## config.mk

```make
export PLATFORM = sky130hd
export DESIGN_NAME = mem_bist_flat
export DESIGN_NICKNAME = d
export VERILOG_FILES = /design/src/rtl/mem_bist_if.sv /design/src/rtl/mem_bist.sv /design/src/flat_wrapper.sv
export SDC_FILE = /design/constraint.sdc
export NUM_CORES = 1
export LEC_CHECK = 0
export BUFFER_PORTS_ARGS = -buffer_cell sky130_fd_sc_hd__buf_2
export CORE_UTILIZATION = 50
export CTS_BUF_LIST = sky130_fd_sc_hd__clkbuf_4
export CTS_CLUSTER_DIAMETER = 80
export DETAILED_ROUTE_END_ITERATION = 8
export PLACE_DENSITY = 0.77
export SYNTH_ARGS = -nofsm -noshare
export SYNTH_HDL_FRONTEND = slang
export SYNTH_SLANG_ARGS = --single-unit
```

## constraint.sdc

```tcl
create_clock -name clock -period 2.52 [get_ports clock]
set_input_delay 0.378 -clock clock [delete_from_list [all_inputs] [get_ports clock]]
set_output_delay 0.378 -clock clock [all_outputs]
set_load 0.02 [all_outputs]
```

## src/rtl/mem_bist_if.sv

```systemverilog
// mem_bist_if: single-port RAM bus between the BIST engine and mem
interface mem_bist_if #(
  parameter int ADDR_WIDTH = 13,
  parameter int DATA_WIDTH = 64
);
  logic [ADDR_WIDTH-1:0] mem_address;
  logic [DATA_WIDTH-1:0] mem_data;
  logic                  mem_wren;
  logic [DATA_WIDTH-1:0] mem_q;
  modport master(output mem_address, mem_data, mem_wren, input mem_q);
  modport slave(input mem_address, mem_data, mem_wren, output mem_q);
endinterface

```

## src/rtl/mem_bist.sv

```systemverilog
// mem_bist: write/read/compare of an address pattern and its inverse over the whole RAM
module mem_bist #(
  parameter int ADDR_WIDTH   = 13,
  parameter int DATA_WIDTH   = 64,
  parameter int LAST_ADDR    = 8191,
  parameter int READ_LATENCY = 1
) (
  input  logic                  clock,
  input  logic                  reset_n,
  input  logic                  start,
  input  logic [DATA_WIDTH-1:0] seed,
  mem_bist_if.master            mem,
  output logic                  busy,
  output logic                  done,
  output logic                  pass,
  output logic [15:0]           err_count,
  output logic [ADDR_WIDTH-1:0] first_err_addr,
  output logic [DATA_WIDTH-1:0] first_err_data
);
  typedef enum logic [2:0] {IDLE, WR0, RD0, DRN0, WR1, RD1, DRN1, DONE} state_t;
  state_t state, state_nxt;
  logic [ADDR_WIDTH-1:0] addr, addr_nxt;
  logic [DATA_WIDTH-1:0] seed_r, raw, pat;
  logic accept, rd, wr, drn, phase_end, miss;
  logic [READ_LATENCY-1:0] pv;
  logic [ADDR_WIDTH-1:0] pa [READ_LATENCY];
  logic [DATA_WIDTH-1:0] pd [READ_LATENCY];
  always_comb begin
    raw = seed_r ^ {DATA_WIDTH/16{16'(addr)}};
    pat = (state == WR1 || state == RD1) ? ~raw : raw;
    busy = !(state == IDLE || state == DONE);
    done = state == DONE;
    pass = done && err_count == 16'd0;
    accept = start && !busy;
    wr = state == WR0 || state == WR1;
    rd = state == RD0 || state == RD1;
    drn = state == DRN0 || state == DRN1;
    // the address counter doubles as the drain-cycle counter
    phase_end = drn ? addr == ADDR_WIDTH'(READ_LATENCY - 1) : addr == ADDR_WIDTH'(LAST_ADDR);
    miss = pv[READ_LATENCY-1] && mem.mem_q != pd[READ_LATENCY-1];
    state_nxt = state;
    addr_nxt = addr + ADDR_WIDTH'(1);
    if (!busy) begin
      state_nxt = accept ? WR0 : state;
      addr_nxt = '0;
    end else if (phase_end) begin
      state_nxt = state_t'(state + 3'd1);
      addr_nxt = '0;
    end
  end
  assign mem.mem_wren = wr;
  assign mem.mem_address = (wr || rd) ? addr : '0;
  assign mem.mem_data = wr ? pat : '0;
  always_ff @(posedge clock or negedge reset_n)
    if (!reset_n) begin
      state <= IDLE;
      addr <= '0;
      seed_r <= '0;
      pv <= '0;
      err_count <= '0;
      first_err_addr <= '0;
      first_err_data <= '0;
    end else begin
      state <= state_nxt;
      addr <= addr_nxt;
      pv <= READ_LATENCY'({pv, rd});
      if (accept) begin
        seed_r <= seed;
        err_count <= '0;
        first_err_addr <= '0;
        first_err_data <= '0;
      end else if (miss) begin
        if (err_count != 16'hFFFF) err_count <= err_count + 16'd1;
        if (err_count == 16'd0) begin
          first_err_addr <= pa[READ_LATENCY-1];
          first_err_data <= mem.mem_q;
        end
      end
    end
  always_ff @(posedge clock) begin
    pa[0] <= addr;
    pd[0] <= pat;
    for (int i = 1; i < READ_LATENCY; i++) begin
      pa[i] <= pa[i-1];
      pd[i] <= pd[i-1];
    end
  end
endmodule

```

## src/flat_wrapper.sv

```systemverilog
// flat-port wrapper written by rule: the top's interface ports become plain ports
module mem_bist_flat 
#(
  parameter int ADDR_WIDTH   = 13,
  parameter int DATA_WIDTH   = 64,
  parameter int LAST_ADDR    = 8191,
  parameter int READ_LATENCY = 1
)
  (clock, reset_n, start, seed, busy, done, pass, err_count, first_err_addr, first_err_data, mem_mem_address, mem_mem_data, mem_mem_wren, mem_mem_q);
  mem_bist_if #(.ADDR_WIDTH(ADDR_WIDTH), .DATA_WIDTH(DATA_WIDTH)) mem_i ();
  input  logic clock;
  input  logic reset_n;
  input  logic start;
  input  logic [DATA_WIDTH-1:0] seed;
  output logic busy;
  output logic done;
  output logic pass;
  output logic [15:0] err_count;
  output logic [ADDR_WIDTH-1:0] first_err_addr;
  output logic [DATA_WIDTH-1:0] first_err_data;
  output wire logic [$bits(mem_i.mem_address)-1:0] mem_mem_address;
  output wire logic [$bits(mem_i.mem_data)-1:0] mem_mem_data;
  output wire logic [$bits(mem_i.mem_wren)-1:0] mem_mem_wren;
  input wire logic [$bits(mem_i.mem_q)-1:0] mem_mem_q;
  assign mem_mem_address = mem_i.mem_address;
  assign mem_mem_data = mem_i.mem_data;
  assign mem_mem_wren = mem_i.mem_wren;
  assign mem_i.mem_q = mem_mem_q;
  mem_bist #(.ADDR_WIDTH(ADDR_WIDTH), .DATA_WIDTH(DATA_WIDTH), .LAST_ADDR(LAST_ADDR), .READ_LATENCY(READ_LATENCY)) u_core (.clock(clock), .reset_n(reset_n), .start(start), .seed(seed), .mem(mem_i), .busy(busy), .done(done), .pass(pass), .err_count(err_count), .first_err_addr(first_err_addr), .first_err_data(first_err_data));
endmodule
```

Word level (Yosys, flattened, before mapping)
Memory sizes are Yosys's and may differ from the RTL's.
Cells that the tools add are included.
{"block": "op_classes", "mul": 0, "reduce_logical": 20, "mux": 18, "add_sub_neg": 3, "n_div": 0, "n_eq_ne": 11, "n_lt_le_gt_ge": 0, "bitwise_logic": 2, "n_shift": 0}
{"op": "2-to-1 mux 64 bit", "count": 5}
{"op": "2-to-1 mux 13 bit", "count": 6}
{"op": "!= test 64 bit", "count": 1}
{"op": "NOT 64 bit", "count": 1}
{"op": "bitwise XOR 64 x 61 -> 64 bit", "count": 1}
{"op": "2-to-1 mux 16 bit", "count": 3}
{"op": "adder 16 x 1 -> 16 bit, second input constant", "count": 1}
{"op": "zero test 16 bit", "count": 1}
{"op": "!= test 16 bit, second input constant", "count": 1}
{"op": "adder 13 x 1 -> 13 bit, second input constant", "count": 1}
{"op": "== test 13 bit, second input constant", "count": 1}
{"op": "zero test 13 bit", "count": 1}
{"op": "== test 3 bit, second input constant", "count": 4}
{"op": "2-to-1 mux 3 bit", "count": 3}
{"op": "nonzero test 2 bit", "count": 4}
{"op": "== test 3 x 2 -> 1 bit, second input constant", "count": 2}
{"op": "logical OR 1 bit", "count": 6}
{"op": "AND reduction 2 bit", "count": 3}
{"op": "adder 3 x 1 -> 3 bit, second input constant", "count": 1}
{"op": "== test 3 x 1 -> 1 bit, second input constant", "count": 1}
{"op": "logical AND 1 bit", "count": 3}
{"op": "zero test 3 bit", "count": 1}
{"op": "!= test 2 x 1 -> 1 bit, second input constant", "count": 1}
{"op": "zero test 1 bit", "count": 1}
{"op": "2-to-1 mux 1 bit", "count": 1}
{"block": "word_totals", "inputBits": 131, "reg_bits": 174, "out_inout_bits": 174, "word_cells": 63, "n_memories": 2, "latch_bits": 0, "ram_bits": 77, "rom_bits": 0}
{"name": "u_core.pd", "words": 1, "width": 64, "read_ports": 1, "rd_clocked_by_memory_dff": 0, "wr": 1, "line_no": "mem_bist.sv:27", "text": "logic [DATA_WIDTH-1:0] pd [READ_LATENCY];"}
{"name": "u_core.pa", "words": 1, "width": 13, "read_ports": 1, "rd_clocked_by_memory_dff": 0, "wr": 1, "line_no": "mem_bist.sv:26", "text": "logic [ADDR_WIDTH-1:0] pa [READ_LATENCY];"}

Depth between registers and ports, before layout
{"block": "logic_depth", "depth_word": 5, "mapped_depth": 9, "depth_no_buf": 8}

Worst setup path before layout
No wires, ideal clock.
{"block": "synth_path", "path_type": "register to output", "start": "register u_core.state[0]", "end": "output port mem_mem_data[10]", "arrival_time_ns": 2.021, "setup_slack_ns": 0.121, "n_path_buf": 1, "stages_incl_launch_ff": 8, "path_cell_list": "dfrtp_1 -> inv_1 -> ha_1 -> o21ai_2 -> buf_4 -> xor2_1 -> xnor2_1 -> and2_1"}
{"block": "synth_between", "elab_chain_cells": 4}
{"element": "start: declaration", "line_no": "mem_bist.sv:21", "text": "state_t state, state_nxt;"}
{"element": "start signal: assignment", "line_no": "mem_bist.sv:64", "text": "state <= state_nxt;"}
{"element": "== test 3 bit", "line_no": "mem_bist.sv:30", "text": "pat = (state == WR1 || state == RD1) ? ~raw : raw;"}
{"element": "logical OR 1 bit *", "line_no": "mem_bist.sv:30"}
{"element": "2-to-1 mux 64 bit *", "line_no": "mem_bist.sv:30"}
{"element": "via u_core.pat[10]", "line_no": "mem_bist.sv:23", "text": "logic [DATA_WIDTH-1:0] seed_r, raw, pat;"}
{"element": "2-to-1 mux 64 bit *", "line_no": "mem_bist.sv:53", "text": "assign mem.mem_data = wr ? pat : '0;"}
{"element": "end: declaration", "line_no": "flat_wrapper.sv:22", "text": "output wire logic [$bits(mem_i.mem_data)-1:0] mem_mem_data;"}
Mark *: on every way through the listed nets, which the timed path passes. The rest lies on a longest branch.

Worst setup path in the final report
{"block": "layout_path", "start": "register u_core.state[0]", "end": "output port mem_mem_data[49]"}
The elaborated chain is that of the path after synthesis.

==> impl_results.md <==
- Fin Setup TNS: -38130 ps
- Average size of a mapped cell: 9.52 um^2
- Fin util: 0.790
- Crit Path Category: reg2out
- DR DRC count: 0
- Worst VDD drop: 0.986 mV
- PwrDens: 1510 nW/um^2
- Initial antenna violation count: 1
- Post-synth ARST share: 0.693
- Total GRT Usage: 0.360
- CP required: 2140 ps
- RR Startpoint: u_core.pd[0][18]
- Register area share after synthesis: 0.534
- RSZ-0062 raised after global routing: true
- Most common flop cell mapped by yosys: dfrtp_1
- Via/cell ratio: 6.05
- Pre-antenna DRT Iters: 6
- Slowest Stage Delay on Critical Path: 430 ps
- CP Max Fanout: 6
- Worst r2r path cells: 8
- CTS tree: yes
- Port Buffers: 304
- Post-route ant nets: 0
- R2R Setup Slk: -170 ps
- Critical R2R Capture: u_core.first_err_addr[5]
- DR vias: 12100
- Total grt overflow: 0
- Yosys reg bits: 251
- Final Setup Violations: 152
- Placed insts: 1711
- Synth area leader: dfrtp_1
- Clk sinks: 251
- CP arrival: 2730 ps
- Clk_lat worst skew: 750 ps
- Cell Area, Synth: 11000 um^2
- Hold Slack: 11.6 ps
- Final Non-Filler Cells: 2001
- Die H: 151 um
- Post-synth cell types: 43
- Syn Nets: 1300
- CTS Buf Count: 68
- Max-cap viol count: 0
- Startpoint types: flip-flop
- Largest net degree at the start of global routing: 103
- Worst-path clk slew: 70 ps
- Hold path start: mem_mem_q[44]
- Worst min-delay path class: in2reg
- Top cell type's share of synthesized area: 0.394
- Final Cycle Share: 1.23
- Vias in the first global route: 10900
- Layout cell share with drive strength beyond 1: 0.378
- Power after layout: 26.0 mW
- Critical path's slowest cell: dfrtp_1
- Die footprint: 22700 um^2
- Max clock buf depth: 3
- Die width: 151 um
- Fmax: 0.322 GHz
- Wirelength per Cell: 25.2 um
- First-pass GRT wire length: 60800 um
- Cell count after synthesis: 1160
- Setup ws final: -590 ps
- FP Rows: 54
- Critical path cell sequence: inv_2 > ha_4 > o21ai_4 > buf_12 > buf_4 > xnor2_4 > buf_4 > xnor2_2 > and2_4 > buf_6
- Fin crit period: 3110 ps
- Core area: 21800 um^2
- Synth warn: 0
- Lkg Pwr: 8.28 nW
- Actual slew at the worst max-slew pin: 719 ps
- Most frequent CP cell: buf_4
- Endpoint type of the worst setup path: output port
- Initial Utilization: 0.508
- Crit path max-delay family: buffers and inverters
- Buf+Inv Stages, Crit Path: 5
- Status: finished, violations left
- H-tree levels: 3
- Hold path depth: 3
- Root buffer cell: clkbuf_4
- Hold Vio Cnt, Final: 0
- Max Slew Vio Count: 0
- Routed wire length: 50400 um
- Gpl congestion: 0.882
- Worst slack, placed: -10.3 ps
- Post-Place Cell Area: 13100 um^2
- Failing checks: setup timing
- Nets: 1804
- I/O pin count: 305
- EDFF count, synth: 0
- Slew HR: 0.520
- Top post-synthesis cells by area: dfrtp_1, dfxtp_1, xnor2_1, nand2_1, and2_1
- DP HPWL: 25400 um
- Area grow syn2layout: 55.6%
- Final clock skew: 74.5 ps
- Hold EP: u_core.first_err_data[44]
- Initial DRC count: 1438
- Final instance area: 17200 um^2
==> power breakdown <==
part,switching (mW),total [mW],internal (mW),leakage [nW]
sequential,1.69,7.44,5.74,2.93
clock,1.96,4.00,2.04,0.539
combinational,7.90,14.6,6.68,4.81
==> flip-flops by register name (all words and copies together) (netlist names) <==
| signal | flops |
|---|---|
| u_core.addr | 13 |
| u_core.seed_r | 64 |
| u_core.pa | 13 |
| u_core.first_err_addr | 13 |
| u_core.err_count | 16 |
| u_core.first_err_data | 64 |
| u_core.state | 3 |
| u_core.pd | 64 |
| u_core.pv | 1 |
==> cells by family (layout without fill, tap and decap cells) <==
| logic type | after synthesis | after routing | synth area share |
|---|---|---|---|
| mux | 5 | 5 | 0.00464 |
| flops | 251 | 251 | 0.534 |
| compound gates | 194 | 194 | 0.0937 |
| buf+inv | 91 | 649 | 0.0356 |
| other cells | 0 | 2 | 0 |
| xor+xnor | 151 | 151 | 0.120 |
| fa+ha+maj | 9 | 9 | 0.0102 |
| simple gates | 459 | 460 | 0.202 |
==> timing repair <==
action / in CTS / in global routing
hold buffers: 127 / 0
setup buffers: 11 / 22
cloned: 1 / 4
pin swaps: 9 / 56
endpoints found under the setup margin: 80 / 85
resized for setup: 131 / 202
endpoints found under the hold margin: 189 / 0
==> worst min-delay path, cell delays in order <==
cell	delay, ps
buf_2	140
nand3_1	80
a21oi_1	60
==> area by class of cell <==
| cell class | instances | area [um^2] |
|---|---|---|
| multi-input cells | 819 | 5880 |
| inverters | 14 | 55.1 |
| well taps | 280 | 350 |
| diodes | 2 | 5.00 |
| flip-flops and latches | 251 | 5900 |
| clock buffers | 107 | 803 |
| clock inverters | 18 | 106 |
| fillers | 1162 | 4570 |
| repair buffers | 510 | 4090 |
==> layout by cell type (no fill, tap or decap), types with 10 or more instances in the layout <==
| cell | instances |
|---|---|
| dfrtp_1 | 174 |
| buf_6 | 72 |
| buf_12 | 17 |
| dlygate4sd3_1 | 127 |
| and2_1 | 23 |
| o21ai_0 | 77 |
| clkbuf_4 | 107 |
| xnor2_4 | 28 |
| nand3_1 | 89 |
| o31ai_1 | 10 |
| and2_4 | 53 |
| nand2_1 | 206 |
| clkinv_1 | 10 |
| xnor2_2 | 31 |
| nor2_1 | 15 |
| xnor2_1 | 75 |
| buf_4 | 51 |
| buf_2 | 238 |
| a21oi_1 | 90 |
| and3_1 | 13 |
| dfxtp_1 | 77 |
| nand4_1 | 21 |
==> metal layers <==
| layer | GRT usage | vias up | share of wire |
|---|---|---|---|
| li1 | - | 4927 | - |
| met1 | 0.453 | 5700 | 0.34 |
| met4 | 0.215 | 0 | 0.083 |
| met2 | 0.574 | 1115 | 0.45 |
| met3 | 0.0736 | 358 | 0.12 |
| met5 | 0 | - | 0 |
==> cell usage after synthesis, types with 3 or more instances <==
cell and n:
nand2_1 208, inv_1 14, buf_2 14, o21ai_1 4
clkbuf_2 6, o31ai_1 10, and4_1 5, and2_1 76
o21ai_0 77, mux2i_1 4, and3_1 13, clkbuf_1 53
xor2_1 17, xnor2_1 134, nand4_1 21, nor4_1 7
nor4b_1 3, a21oi_1 93, or4_1 9, a31oi_1 4
nand3_1 89, dfxtp_1 77, nor2_1 17, dfrtp_1 174
ha_1 9
==> worst max path at each step <==
stage	from	depth (start not counted)	end
2_1_floorplan	u_core.state[0]	7	mem_mem_data[10]
3_3_place_gp	mem_mem_q[52]	9	u_core.err_count[1]
3_5_place_dp	u_core.state[1]	7	mem_mem_data[41]
4_1_cts	u_core.state[1]	9	mem_mem_data[50]
5_1_grt	u_core.pd[0][58]	8	u_core.first_err_data[4]
6_report	u_core.state[0]	10	mem_mem_data[49]
Note: power is estimated with default switching activity, not from simulation.
